===== src/rtl/inst_mem_loader_pkg.sv =====
// Shared CPU definitions: fetch geometry, loader state encoding, instruction word layout.
// Latency: n/a (types and constants only).
// Backpressure: n/a.
package cpu_pkg;

  localparam int AW    = 4;
  localparam int OPW   = 4;
  localparam int IMMW  = 4;
  localparam int DW    = OPW + IMMW;
  localparam int DEPTH = 2 ** AW;

  // Loader phases: waiting for a command, filling the RAM, CPU running.
  typedef enum logic [1:0] {
    IDLE = 2'd0,
    LOAD = 2'd1,
    RUN  = 2'd2
  } ld_state_t;

  // Instruction word as seen by the CPU decoder: opcode in the upper nibble.
  typedef struct packed {
    logic [OPW-1:0]  opecode;
    logic [IMMW-1:0] imm;
  } inst_t;

endpackage


===== src/rtl/inst_mem_loader_ram.sv =====
// Instruction RAM: one synchronous write port, one asynchronous read port, async clear.
// Latency: write lands on the next rising edge; read is combinational.
// Backpressure: none, a write is taken whenever we is high.
module inst_ram #(
  parameter int AW = 4,
  parameter int DW = 8
) (
  input  logic          clk,
  input  logic          n_rst,
  input  logic          we,
  input  logic [AW-1:0] waddr,
  input  logic [DW-1:0] wdata,
  input  logic [AW-1:0] raddr,
  output logic [DW-1:0] rdata
);

  localparam int DEPTH = 2 ** AW;

  logic [DW-1:0] mem_q [DEPTH];
  logic [DW-1:0] mem_d [DEPTH];

  // Next memory image: unchanged except the addressed word on a write.
  always_comb begin
    mem_d = mem_q;
    if (we) begin
      mem_d[waddr] = wdata;
    end
  end

  // Storage; reset clears every word so a fresh CPU fetches harmless zeros.
  always_ff @(posedge clk or negedge n_rst) begin
    if (!n_rst) begin
      mem_q <= '{default: '0};
    end else begin
      mem_q <= mem_d;
    end
  end

  // Zero-latency fetch for the single-cycle CPU.
  assign rdata = mem_q[raddr];

endmodule


===== src/rtl/inst_mem_loader.sv =====
// Program RAM responder for the CPU fetch port, filled at run time over a byte-wide load port.
// Latency: fetch is combinational in RUN; a load word is written on the edge it is accepted.
// Backpressure: load_ready is high for the whole LOAD phase, so words are accepted every valid cycle.
module inst_mem_loader #(
  parameter int AW   = cpu_pkg::AW,
  parameter int OPW  = cpu_pkg::OPW,
  parameter int IMMW = cpu_pkg::IMMW
) (
  input  logic                clk,
  input  logic                n_rst,
  input  logic [AW-1:0]       addr,
  output logic [OPW-1:0]      opecode,
  output logic [IMMW-1:0]     imm,
  input  logic                load_start,
  input  logic                run_req,
  input  logic                load_valid,
  input  logic [OPW+IMMW-1:0] load_data,
  output logic                load_ready,
  output logic                load_done,
  output logic                cpu_n_rst,
  output logic [AW-1:0]       wptr
);

  import cpu_pkg::*;

  localparam int WW = OPW + IMMW;

  ld_state_t     state_q, state_d;
  logic [AW-1:0] wptr_q, wptr_d;
  logic          load_done_q, load_done_d;
  logic          cpu_n_rst_q, cpu_n_rst_d;
  logic          ram_we;
  logic [WW-1:0] ram_rdata;

  // Next-state, write pointer and write strobe. Commands are only honoured
  // in IDLE and RUN; a load always runs to 16 words once started.
  always_comb begin
    state_d     = state_q;
    wptr_d      = wptr_q;
    load_done_d = 1'b0;
    ram_we      = 1'b0;
    case (state_q)
      IDLE: begin
        if (load_start) begin
          state_d = LOAD;
          wptr_d  = '0;
        end else if (run_req) begin
          state_d = RUN;
        end
      end
      LOAD: begin
        if (load_valid) begin
          ram_we = 1'b1;
          wptr_d = wptr_q + AW'(1);
          if (&wptr_q) begin
            state_d     = RUN;
            load_done_d = 1'b1;
          end
        end
      end
      RUN: begin
        if (load_start) begin
          state_d = LOAD;
          wptr_d  = '0;
        end
      end
      default: begin
        state_d = IDLE;
        wptr_d  = '0;
      end
    endcase
    // CPU reset tracks the state being entered so it moves on the same edge.
    cpu_n_rst_d = (state_d == RUN);
  end

  // State, pointer and registered outputs.
  always_ff @(posedge clk or negedge n_rst) begin
    if (!n_rst) begin
      state_q     <= IDLE;
      wptr_q      <= '0;
      load_done_q <= 1'b0;
      cpu_n_rst_q <= 1'b0;
    end else begin
      state_q     <= state_d;
      wptr_q      <= wptr_d;
      load_done_q <= load_done_d;
      cpu_n_rst_q <= cpu_n_rst_d;
    end
  end

  inst_ram #(
    .AW (AW),
    .DW (WW)
  ) u_ram (
    .clk   (clk),
    .n_rst (n_rst),
    .we    (ram_we),
    .waddr (wptr_q),
    .wdata (load_data),
    .raddr (addr),
    .rdata (ram_rdata)
  );

  // Fetch is masked outside RUN so a half-loaded RAM is never visible.
  always_comb begin
    opecode = '0;
    imm     = '0;
    if (state_q == RUN) begin
      opecode = ram_rdata[WW-1 -: OPW];
      imm     = ram_rdata[IMMW-1:0];
    end
  end

  assign load_ready = (state_q == LOAD);
  assign load_done  = load_done_q;
  assign cpu_n_rst  = cpu_n_rst_q;
  assign wptr       = wptr_q;

endmodule


===== config.mk =====
export PLATFORM = sky130hd
export DESIGN_NAME = inst_mem_loader
export DESIGN_NICKNAME = d
export VERILOG_FILES = /design/src/rtl/inst_mem_loader_pkg.sv /design/src/rtl/inst_mem_loader_ram.sv /design/src/rtl/inst_mem_loader.sv
export SDC_FILE = /design/constraint.sdc
export NUM_CORES = 1
export LEC_CHECK = 0
export BUFFER_PORTS_ARGS = -buffer_cell sky130_fd_sc_hd__buf_2
export CAP_MARGIN = 20
export CORE_ASPECT_RATIO = 2
export CORE_MARGIN = 8
export CORE_UTILIZATION = 62
export DETAILED_ROUTE_END_ITERATION = 6
export GPL_ROUTABILITY_DRIVEN = 1
export PLACE_DENSITY = 0.76
export SYNTH_ARGS = -nofsm -noshare
export SYNTH_HDL_FRONTEND = slang
export SYNTH_SLANG_ARGS = --single-unit
export TNS_END_PERCENT = 30

===== constraint.sdc =====
create_clock -name clk -period 4.3 [get_ports clk]
set_input_delay 0.215 -clock clk [delete_from_list [all_inputs] [get_ports clk]]
set_output_delay 0.215 -clock clk [all_outputs]
set_load 0.01 [all_outputs]

==> metrics, run 1 <==
status=complete, no violations; Fin Clk Skew=0.00614 ns; # rows=53; Post-CTS Setup Bufs=0; slowest stage cell, crit path=nand3b_1; count leader, synth=dfrtp_1; first-pass GRT wire length=24300 um; synthesized area per cell=14.4 um^2; Worst EP arrival=2.27 ns; largest family of logic cells by synthesized area=multiplexers; FF+latch count, synth=136; mux share of post-synthesis cell area=33.0%; final setup vio count=0; Post-synth top cells=dfrtp_1, mux2_2, mux2i_1, o21ai_0, a22oi_1; core area=10400 um^2; met1 WL=5980 um; Tcrit/Tclk final=57.7%; Hold Path Class=primary input to register; Pleak=3.60 nW; Simple-Gate Fraction of Synth Area=7.73%; Post-Synth XOR/XNOR Area=0%; post_cts resized=0; Yosys cell types=36; Antenna Nets Post-Route=0; via/cell ratio=6.28; number of inserted diodes=0; Max-Cap Viols=0; max incr delay on CP=0.48 ns; top post-synthesis cells by area=dfrtp_1, mux2_2, mux2i_1; number of buffers and inverters on the critical path=1; Synth Area in Adders=0.761%; largest net degree at the start of global routing=103; DR DRC count=0; RSZ-0062 raised after global routing=no; peak supply drop=0.000420 V; Power Dens Cells=680 nW/um^2; most used cell, CP=o21ai_0; Worst setup EP type=primary output; worst skew pair latency=0.41 ns; Synth Cell Area=6570 um^2; setup TNS=0 ns; DP HPWL=10400 um; worst path cell trace=nand3b_1 > a221oi_1 > o21ai_0 > o21ai_0 > buf_2; GRT Total Usage=23.6%; Startpoint Class=register; Worst Tran Pin Value=0.976 ns; CTS tree=yes; Syn-to-layout area delta=12.3%; post-synthesis sequential area ratio=51.8%; fraction of registers with async set/reset=100%; min Tclk post-route=2.48 ns; Die Ht=162 um; number of global-route vias before repair=4351; Die W=88.8 um; Routed WL=15600 um; cell family with most CP delay=compound AO/OA/AOI/OAI gates; CTS buffer count=17; critical path fanouts, max=8; initial core utilization=63.1%; clk slew on worst S/H paths=0.05 ns; layout cell share with drive strength beyond 1=45.6%; Post-synth top flop=dfrtp_1; Top Layer Used=met4; instance count on the critical path=5; Die Area=14400 um^2; Slew Limit Headroom=34.9%; Final Non-Filler Cells=633; Final Hold Viols=0; Via Count=3974; Post-synth EDFFs=0; final net count=505; hold-critical path depth=2; DRT Pass-1 Iters=4; routed length per instance=24.7 um; WL met3=554 um; initial antenna violation count=0; Synth area leader=dfrtp_1; # port buffers=31; H-tree Lvls=4; CTS max path bufs=2; drt first-iter violations=246; CTS Sinks=136; Root Driver=clkbuf_16; Detail Route met2 WL=8520 um; Syn. warnings=0; r2r worst-path depth=4; GP Congestion=0.814; max frequency=403 MHz; global route overflow=0; Hold-fix buffers, CTS=1; top-area cell type share of the netlist area=51.8%; Syn Inst Count=455; Pins Over Slew Limit=0; IO Count=32; syn_nets=476; Synth Area in Compound Gates=4.32%; CP Class=register to primary output; WP data required=4.09 ns; placed instance count=601
## state kept, by name (all words and copies together) (netlist names)
signal / flops
cpu_n_rst: 1
u_ram.mem_q: 128
load_done: 1
wptr: 4
state_q: 2
## stage by stage
stage | cell area (um^2) | utilization (%) | hold slack [ns] | power, mW | setup slack [ns]
finish | 7380 | 70.9 | 0.0701 | 5.02 | 1.82
global route | 7380 | 70.9 | 0.0729 | 5.25 | 1.68
CTS | 7380 | 70.9 | 0.0660 | 5.03 | 1.82
detailed placement | 6790 | 65.2 | 0.391 | 3.57 | 1.89
global placement | 6790 | 65.2 | 0.373 | 3.47 | 1.93
floorplan | 6570 | - | -0.0806 | 3.21 | 2.72
## cell families (layout without fill, tap and decap cells)
kind of cell | after synthesis | count (layout)
compound gates | 45 | 45
mux | 188 | 188
simple gates | 53 | 53
buf+inv | 29 | 70
fa+ha+maj | 4 | 4
flops | 136 | 136
## worst reg2reg max path, delay by kind of cell, from the launching register on
family / cells / cell delay (ns)
multiplexers: 1 / 0.38
flip-flops: 1 / 0.44
AND/OR/NAND/NOR: 3 / 1.30
## final timing paths
path / from / endpoint / slack [ns]
max: state_q[0]$_DFF_PN0_ / imm[3] / 1.82
min: load_start / state_q[0]$_DFF_PN0_ / 0.07
min reg2reg: u_ram.mem_q[92]$_DFFE_PN0P_ / u_ram.mem_q[92]$_DFFE_PN0P_ / 0.50
max in group asynchronous: n_rst / u_ram.mem_q[95]$_DFFE_PN0P_ / 2.79
min in group asynchronous: n_rst / u_ram.mem_q[24]$_DFFE_PN0P_ / 0.47
max reg2reg: state_q[1]$_DFF_PN0_ / u_ram.mem_q[52]$_DFFE_PN0P_ / 2.07
## where the power goes
group	leakage [nW]	internal, mW	switching [mW]
Sequential	1.73	1.85	0.333
Combinational	1.59	0.746	0.642
Clock	0.282	0.904	0.546
Total	3.60	3.50	1.52
## placed cells by master, fill, tap and decap left out, types with 5 or more instances in the layout
cell type  synthesis  final
dfrtp_1          136    136
mux2_2           129    129
nor2_8            12     12
a22oi_1           14     14
clkbuf_16          0     17
nand2_1            7      7
clkinv_2           0      5
nand3_1            9      9
mux4_2            10     10
mux2i_1           48     48
o21ai_0           17     17
a21oi_1            6      6
buf_2              7     30
## routing by layer
metal / GRT usage [%] / vias up
li1: - / 1729
met1: 26.8 / 2089
met2: 39.8 / 111
met3: 4.58 / 45
met4: 12.5 / 0
met5: 0 / -
## area by class of cell
cell class	count	area [um^2]
fill	724	3030
clock inverter	13	155
tap	137	171
timing repair buffer	36	201
sequential	136	3400
inverter	3	11.3
clock buffer	18	429
multi-input combinational	290	3010
(Power assumes the default switching activity.)
==> run 2, diff against run 1 <==
--- a/config.mk
+++ b/config.mk
@@ -5,14 +5,15 @@
 export SDC_FILE = /design/constraint.sdc
 export NUM_CORES = 1
 export LEC_CHECK = 0
+export ABC_AREA = 1
 export BUFFER_PORTS_ARGS = -buffer_cell sky130_fd_sc_hd__buf_2
 export CAP_MARGIN = 20
 export CORE_ASPECT_RATIO = 2
 export CORE_MARGIN = 8
-export CORE_UTILIZATION = 62
+export CORE_UTILIZATION = 61
 export DETAILED_ROUTE_END_ITERATION = 6
 export GPL_ROUTABILITY_DRIVEN = 1
-export PLACE_DENSITY = 0.76
+export PLACE_DENSITY = 0.75
 export SYNTH_ARGS = -nofsm -noshare
 export SYNTH_HDL_FRONTEND = slang
 export SYNTH_SLANG_ARGS = --single-unit
==> constraint.sdc (replaced) <==
create_clock -name clk -period 2.53 [get_ports clk]
set_input_delay 0.1265 -clock clk [delete_from_list [all_inputs] [get_ports clk]]
set_output_delay 0.1265 -clock clk [all_outputs]
set_load 0.01 [all_outputs]
==> run 2 against run 1 <==
  * Global-route usage rose by 1.5 points
  * Hold slack got worse by 0.052 ns
  * Non-clock buffer count rose by 14
  * Clock skew rose by 0.0018 ns
==> metrics, run 2 <==
FF+latch count, synth=136 (unchanged); Slew Limit Headroom=53.8% (was 34.9%); M1 GR Usage=30.0% (was 26.8%); status=complete, no violations (unchanged); CTS tree=yes (unchanged); WP data required=2.81 ns (was 4.09 ns); Hold Path Class=primary input to register (unchanged); DP HPWL=10600 um (was 10400 um); Util after Layout=70.2% (was 70.9%); Worst setup EP type=register (was primary output); critical path fanouts, max=16 (was 8); Syn Inst Count=867 (was 455); busiest layer in global routing=met2 (unchanged); most frequent cells in the layout=nand2_1, dfrtp_1, o21ai_0 (was dfrtp_1, mux2_2, mux2i_1); IO Count=32 (unchanged); CTS buffer count=17 (unchanged); max reg flops=128 (unchanged); CTS max path bufs=2 (unchanged); post-synthesis sequential area ratio=51.4% (was 51.8%); worst skew pair latency=0.42 ns (was 0.41 ns); routed length per instance=15.8 um (was 24.7 um); grt met2 use=40.1% (was 39.8%); # port buffers=31 (unchanged); number of global-route vias before repair=5552 (was 4351); Yosys cell types=23 (was 36); peak supply drop=0.000741 V (was 0.000420 V); Root Driver=clkbuf_16 (unchanged); fraction of registers with async set/reset=100% (unchanged); RSZ-0062 raised after global routing=no (unchanged); Fin Clk Skew=0.00797 ns (was 0.00614 ns); syn_nets=888 (was 476); Die W=89.7 um (was 88.8 um); top-area cell type share of the netlist area=51.4% (was 51.8%); Synth area leader=dfrtp_1 (unchanged); post_cts resized=0 (unchanged); DR DRC count=0 (unchanged); via/cell ratio=5.47 (was 6.28); Antenna Nets Post-Route=0 (unchanged); count leader, synth=nand2_1 (was dfrtp_1); largest net degree at the start of global routing=67 (was 103); Startpoint Class=register (unchanged); global route overflow=0 (unchanged); layout cell share with drive strength beyond 1=10.3% (was 45.6%); Syn. warnings=0 (unchanged); Power Dens Cells=1030 nW/um^2 (was 680 nW/um^2); first-pass GRT wire length=27700 um (was 24300 um); Worst Tran Pin Value=0.693 ns (was 0.976 ns); Die Area=14600 um^2 (was 14400 um^2); Max-Cap Viols=0 (unchanged); Final Hold Viols=0 (unchanged); Routed WL=16400 um (was 15600 um); Syn-to-layout area delta=13.9% (was 12.3%); Post-synth top flop=dfrtp_1 (unchanged); final setup vio count=0 (unchanged); max frequency=559 MHz; Via Count=5690 (was 3974); GRT Total Usage=25.0% (was 23.6%); clk slew on worst S/H paths=0.06 ns (was 0.05 ns); initial antenna violation count=0 (unchanged); DRT Pass-1 Iters=6 (was 4); initial core utilization=61.6% (was 63.1%); Pins Over Slew Limit=0 (unchanged); CP Class=register to register (was register to primary output); Synth Cell Area=6620 um^2 (was 6570 um^2); top post-synthesis cells by area=dfrtp_1, nand2_1, o21ai_0 (was dfrtp_1, mux2_2, mux2i_1); commonest non-fill, non-tap cell in the layout=nand2_1 (was dfrtp_1); GP Congestion=0.835 (was 0.814); Post-synth top cells=nand2_1, dfrtp_1, o21ai_0, inv_1, nand3_1 (was dfrtp_1, mux2_2, mux2i_1, o21ai_0, a22oi_1); H-tree Lvls=4 (unchanged); Top reg by flops=u_ram.mem_q (unchanged); Post-synth EDFFs=0 (unchanged); met3 Usage GRT=4.69% (was 4.58%); synthesized area per cell=7.63 um^2 (was 14.4 um^2); min Tclk post-route=1.79 ns; Tcrit/Tclk final=70.7%; drt first-iter violations=475 (was 246); Die Ht=163 um (was 162 um); # rows=54 (was 53); number of inserted diodes=0 (unchanged); Worst EP arrival=2.07 ns (was 2.27 ns); CTS Sinks=136 (unchanged); core area=10700 um^2 (was 10400 um^2); setup TNS=0 ns (unchanged); final net count=909 (was 505); Pleak=3.78 nW (was 3.60 nW)
==> run 2: layout make-up <==
cell class / count / area, um^2
Clock buffer: 19 / 453
Clock inverter: 13 / 153
Fill cell: 847 / 3210
Inverter: 106 / 403
Multi-Input combinational cell: 577 / 2610
Sequential cell: 136 / 3400
Tap cell: 140 / 175
Timing Repair Buffer: 50 / 342
==> run 2: repair_timing <==
item                                   in CTS  in global routing
buffers inserted                            0                  0
endpoints found under the hold margin      86                  0
hold buffers                               10                  0
==> run 2: logic make-up (layout without fill, tap and decap cells) <==
logic type | after synthesis | after routing | synth area share, %
AO/OA/AOI/OAI | 144 | 144 | 10.9
XOR/XNOR | 2 | 2 | 0.265
adder cells (fa/ha/maj) | 4 | 4 | 0.756
buffers and inverters | 154 | 188 | 9.15
flip-flops | 136 | 136 | 51.4
AND/OR/NAND/NOR | 427 | 427 | 27.5
==> run 2: where the power goes <==
| part | switching, mW | internal, mW | total, mW |
|---|---|---|---|
| Combinational | 1.13 | 0.677 | 1.80 |
| Clock | 0.946 | 1.59 | 2.54 |
| Sequential | 0.427 | 2.97 | 3.40 |
==> run 2: critical path, stage by stage, from the launching register on <==
cell	delay, ns
dfrtp_1	0.46
inv_1	0.11
ha_1	0.28
nand2_1	0.11
nor2_2	0.49
o21ai_0	0.18
==> run 2: through the flow <==
stage / worst slack (ns) / instance area [um^2] / std cells / power (mW) / hold slack [ns]
global placement: 0.809 / 6830 / 999 / 5.11 / 0.151
global route: 0.579 / 7540 / 1041 / 8.24 / 0.0716
CTS: 0.748 / 7540 / 1041 / 7.75 / 0.00597
finish: 0.740 / 7540 / 1041 / 7.74 / 0.0184
floorplan: 1.05 / 6620 / 867 / 4.69 / -0.169
detailed placement: 0.760 / 6830 / 999 / 5.20 / 0.153
==> run 2: metal layers <==
metal / share of wire (%) / vias up / wire length (um)
li1: - / 2763 / -
met1: 40 / 2708 / 6630
met2: 51 / 170 / 8320
met3: 4.6 / 49 / 756
met4: 4.3 / 0 / 709
met5: 0 / - / 0
==> run 2: worst paths after layout <==
path	from	endpoint	slack, ns	cells past startpoint
max in group asynchronous	n_rst	u_ram.mem_q[93]$_DFFE_PN0P_	1.54	3
worst max register to register	wptr[0]$_DFFE_PN0P_	u_ram.mem_q[10]$_DFFE_PN0P_	0.74	5
worst max-delay path	wptr[0]$_DFFE_PN0P_	u_ram.mem_q[10]$_DFFE_PN0P_	0.74	5
min in group asynchronous	n_rst	u_ram.mem_q[22]$_DFFE_PN0P_	0.25	2
worst min-delay path	run_req	cpu_n_rst$_DFF_PN0_	0.02	3
worst min register to register	u_ram.mem_q[80]$_DFFE_PN0P_	u_ram.mem_q[80]$_DFFE_PN0P_	0.48	2
==> run 3, diff against run 2 <==
==> constraint.sdc (replaced) <==
create_clock -name clk -period 1.7 [get_ports clk]
set_input_delay 0.085 -clock clk [delete_from_list [all_inputs] [get_ports clk]]
set_output_delay 0.085 -clock clk [all_outputs]
set_load 0.01 [all_outputs]
==> run 3 against run 2 <==
  * Combinational power rose by 57%
  * Routed wire length increased by 7.3%
  * Clock power rose by 44%
  * Sequential share of layout area down 0.83 points
  * Critical path depth is 1 lower
==> metrics, run 3 (synthesis results as in run 2) <==
status=complete, no violations (unchanged); core area=10700 um^2 (unchanged); max reg flops=128 (unchanged); Clk pwr share=31.8% (was 32.8%); r2r worst-path depth=4 (was 5); Worst EP arrival=1.94 ns (was 2.07 ns); DR DRC count=0 (unchanged); initial antenna violation count=0 (unchanged); max frequency=594 MHz (was 559 MHz); Hold Path End=wptr[0]$_DFFE_PN0P_ (was cpu_n_rst$_DFF_PN0_); CTS tree=yes (unchanged); via/cell ratio=5.57 (was 5.47); Power Dens Cells=1500 nW/um^2 (was 1030 nW/um^2); Worst R2R End=u_ram.mem_q[112]$_DFFE_PN0P_ (was u_ram.mem_q[10]$_DFFE_PN0P_); # rows=54 (unchanged); CP Class=register to register (unchanged); RSZ-0062 raised after global routing=yes (was no); commonest non-fill, non-tap cell in the layout=nand2_1 (unchanged); Max-Cap Viols=0 (unchanged); final net count=917 (was 909); initial core utilization=61.6% (unchanged); Root Driver=clkbuf_16 (unchanged); setup TNS=0 ns (unchanged); # port buffers=31 (unchanged); Final Hold Viols=0 (unchanged); Via Count=5840 (was 5690); largest net degree at the start of global routing=55 (was 67); peak supply drop=0.000947 V (was 0.000741 V); Internal=7.75 mW (was 5.24 mW); final setup vio count=0 (unchanged); most frequent cells in the layout=nand2_1, dfrtp_1, o21ai_0 (unchanged); global route overflow=0 (unchanged); Place WS=0.0683 ns (was 0.760 ns); Antenna Nets Post-Route=0 (unchanged); Net Sw Frac=32.9% (was 32.3%); Power Total=11.5 mW (was 7.74 mW); switching power=3.80 mW (was 2.50 mW); min Tclk post-route=1.68 ns (was 1.79 ns); Die Area=14600 um^2 (unchanged); worst skew pair latency=0.41 ns (was 0.42 ns); Fin Clk Skew=0.00754 ns (was 0.00797 ns); Hold Path Class=primary input to register (unchanged); Tcrit/Tclk final=99.0% (was 70.7%); Pleak=3.85 nW (was 3.78 nW); Die Ht=163 um (unchanged); Comb pwr share=24.5% (was 23.3%); drt first-iter violations=443 (was 475); placed instance count=1006 (was 999); CTS buffer count=17 (unchanged); critical path fanouts, max=16 (unchanged); routed length per instance=16.8 um (was 15.8 um); layout cell share with drive strength beyond 1=11.3% (was 10.3%); Startpoint Class=register (unchanged); CTS max path bufs=2 (unchanged); Worst setup EP type=register (unchanged); slack of the critical path=0.0173 ns (was 0.740 ns); worst reg2reg setup slack=0.02 ns (was 0.74 ns); first-pass GRT wire length=29000 um (was 27700 um); Syn-to-layout area delta=16.0% (was 13.9%); hold-critical path depth=3 (unchanged); GRT Total Usage=26.2% (was 25.0%); Die W=89.7 um (unchanged); Top reg by flops=u_ram.mem_q (unchanged); DRT Pass-1 Iters=6 (unchanged); DP HPWL=11100 um (was 10600 um); HP Start=load_valid (was run_req); Worst Tran Pin Value=0.559 ns (was 0.693 ns); H-tree Lvls=4 (unchanged); launch point of the worst reg-to-reg path=wptr[3]$_DFFE_PN0P_ (was wptr[0]$_DFFE_PN0P_); fillers=843 (was 847); Routed WL=17600 um (was 16400 um); clk slew on worst S/H paths=0.06 ns (about the same); Slew Limit Headroom=62.7% (was 53.8%); IO Count=32 (unchanged); hold_ws=0.118 ns (was 0.0184 ns); WP data required=1.96 ns (was 2.81 ns); Final Non-Filler Cells=1049 (was 1041); number of global-route vias before repair=5811 (was 5552); CTS Sinks=136 (unchanged); GP Congestion=0.875 (was 0.835); Pins Over Slew Limit=0 (unchanged); number of inserted diodes=0 (unchanged); Reg power frac=43.7% (was 43.9%)
[run 3: cell count changes in the layout (fill, tap and decap cells not counted), sizes merged]
cell	previous run	this run
buf	40	47
bufinv	3	2
clkbuf	19	21
clkinvlp	5	4
dlygate4sd3	10	11
[run 3: what timing repair did]
item | 4_1_cts | 5_1_grt
hold endpoints to repair | 76 | 0
gates resized for setup | 0 | 4
hold buffers | 11 | 0
setup endpoints to repair | 0 | 41
setup buffers | 0 | 0
[run 3: power by group through the flow]
stage	clock [mW]	combinational, mW	sequential (mW)
detailed placement	0	2.75	5.06
global placement	0	2.63	5.02
global route	3.84	3.28	5.18
CTS	3.69	2.83	5.03
finish	3.67	2.83	5.05
floorplan	0	2.05	4.92
[run 3: critical path, stage by stage, from the launching register on]
cell	delay, ns
dfrtp_1	0.48
nor2_1	0.42
nand3_2	0.36
nand2_1	0.16
o21ai_0	0.12
[run 3: worst max path at each step]
stage / to / startpoint / cells after the start
finish: u_ram.mem_q[112]$_DFFE_PN0P_ / wptr[3]$_DFFE_PN0P_ / 4
CTS: u_ram.mem_q[121]$_DFFE_PN0P_ / wptr[2]$_DFFE_PN0P_ / 4
global route: u_ram.mem_q[89]$_DFFE_PN0P_ / wptr[1]$_DFFE_PN0P_ / 7
detailed placement: u_ram.mem_q[95]$_DFFE_PN0P_ / wptr[2]$_DFFE_PN0P_ / 5
global placement: u_ram.mem_q[121]$_DFFE_PN0P_ / wptr[2]$_DFFE_PN0P_ / 4
floorplan: u_ram.mem_q[97]$_DFFE_PN0P_ / wptr[0]$_DFFE_PN0P_ / 6
[run 3: area by class of cell]
cell class / count / area, um^2 / area share, %
inverter: 106 / 403 / 5.25
clock buffer: 21 / 470 / 6.13
clock inverter: 11 / 123 / 1.60
sequential: 136 / 3400 / 44.3
timing repair buffer: 58 / 479 / 6.24
tap: 140 / 175 / 2.28
multi-input combinational: 577 / 2630 / 34.2
[run 3: layer usage]
metal / up-vias / GRT usage [%] / routed length, um
li1: 2779 / - / -
met1: 2787 / 31.3 / 7010
met2: 226 / 42.8 / 9010
met3: 48 / 4.39 / 929
met4: 0 / 15.3 / 655
met5: - / 0 / 0
[run 3: through the flow]
step                utilization (%)  cell area, um^2
global route                   71.5             7680
detailed placement             64.8             6960
finish                         71.5             7680
global placement               64.8             6960
floorplan                         -             6620
CTS                            71.3             7660
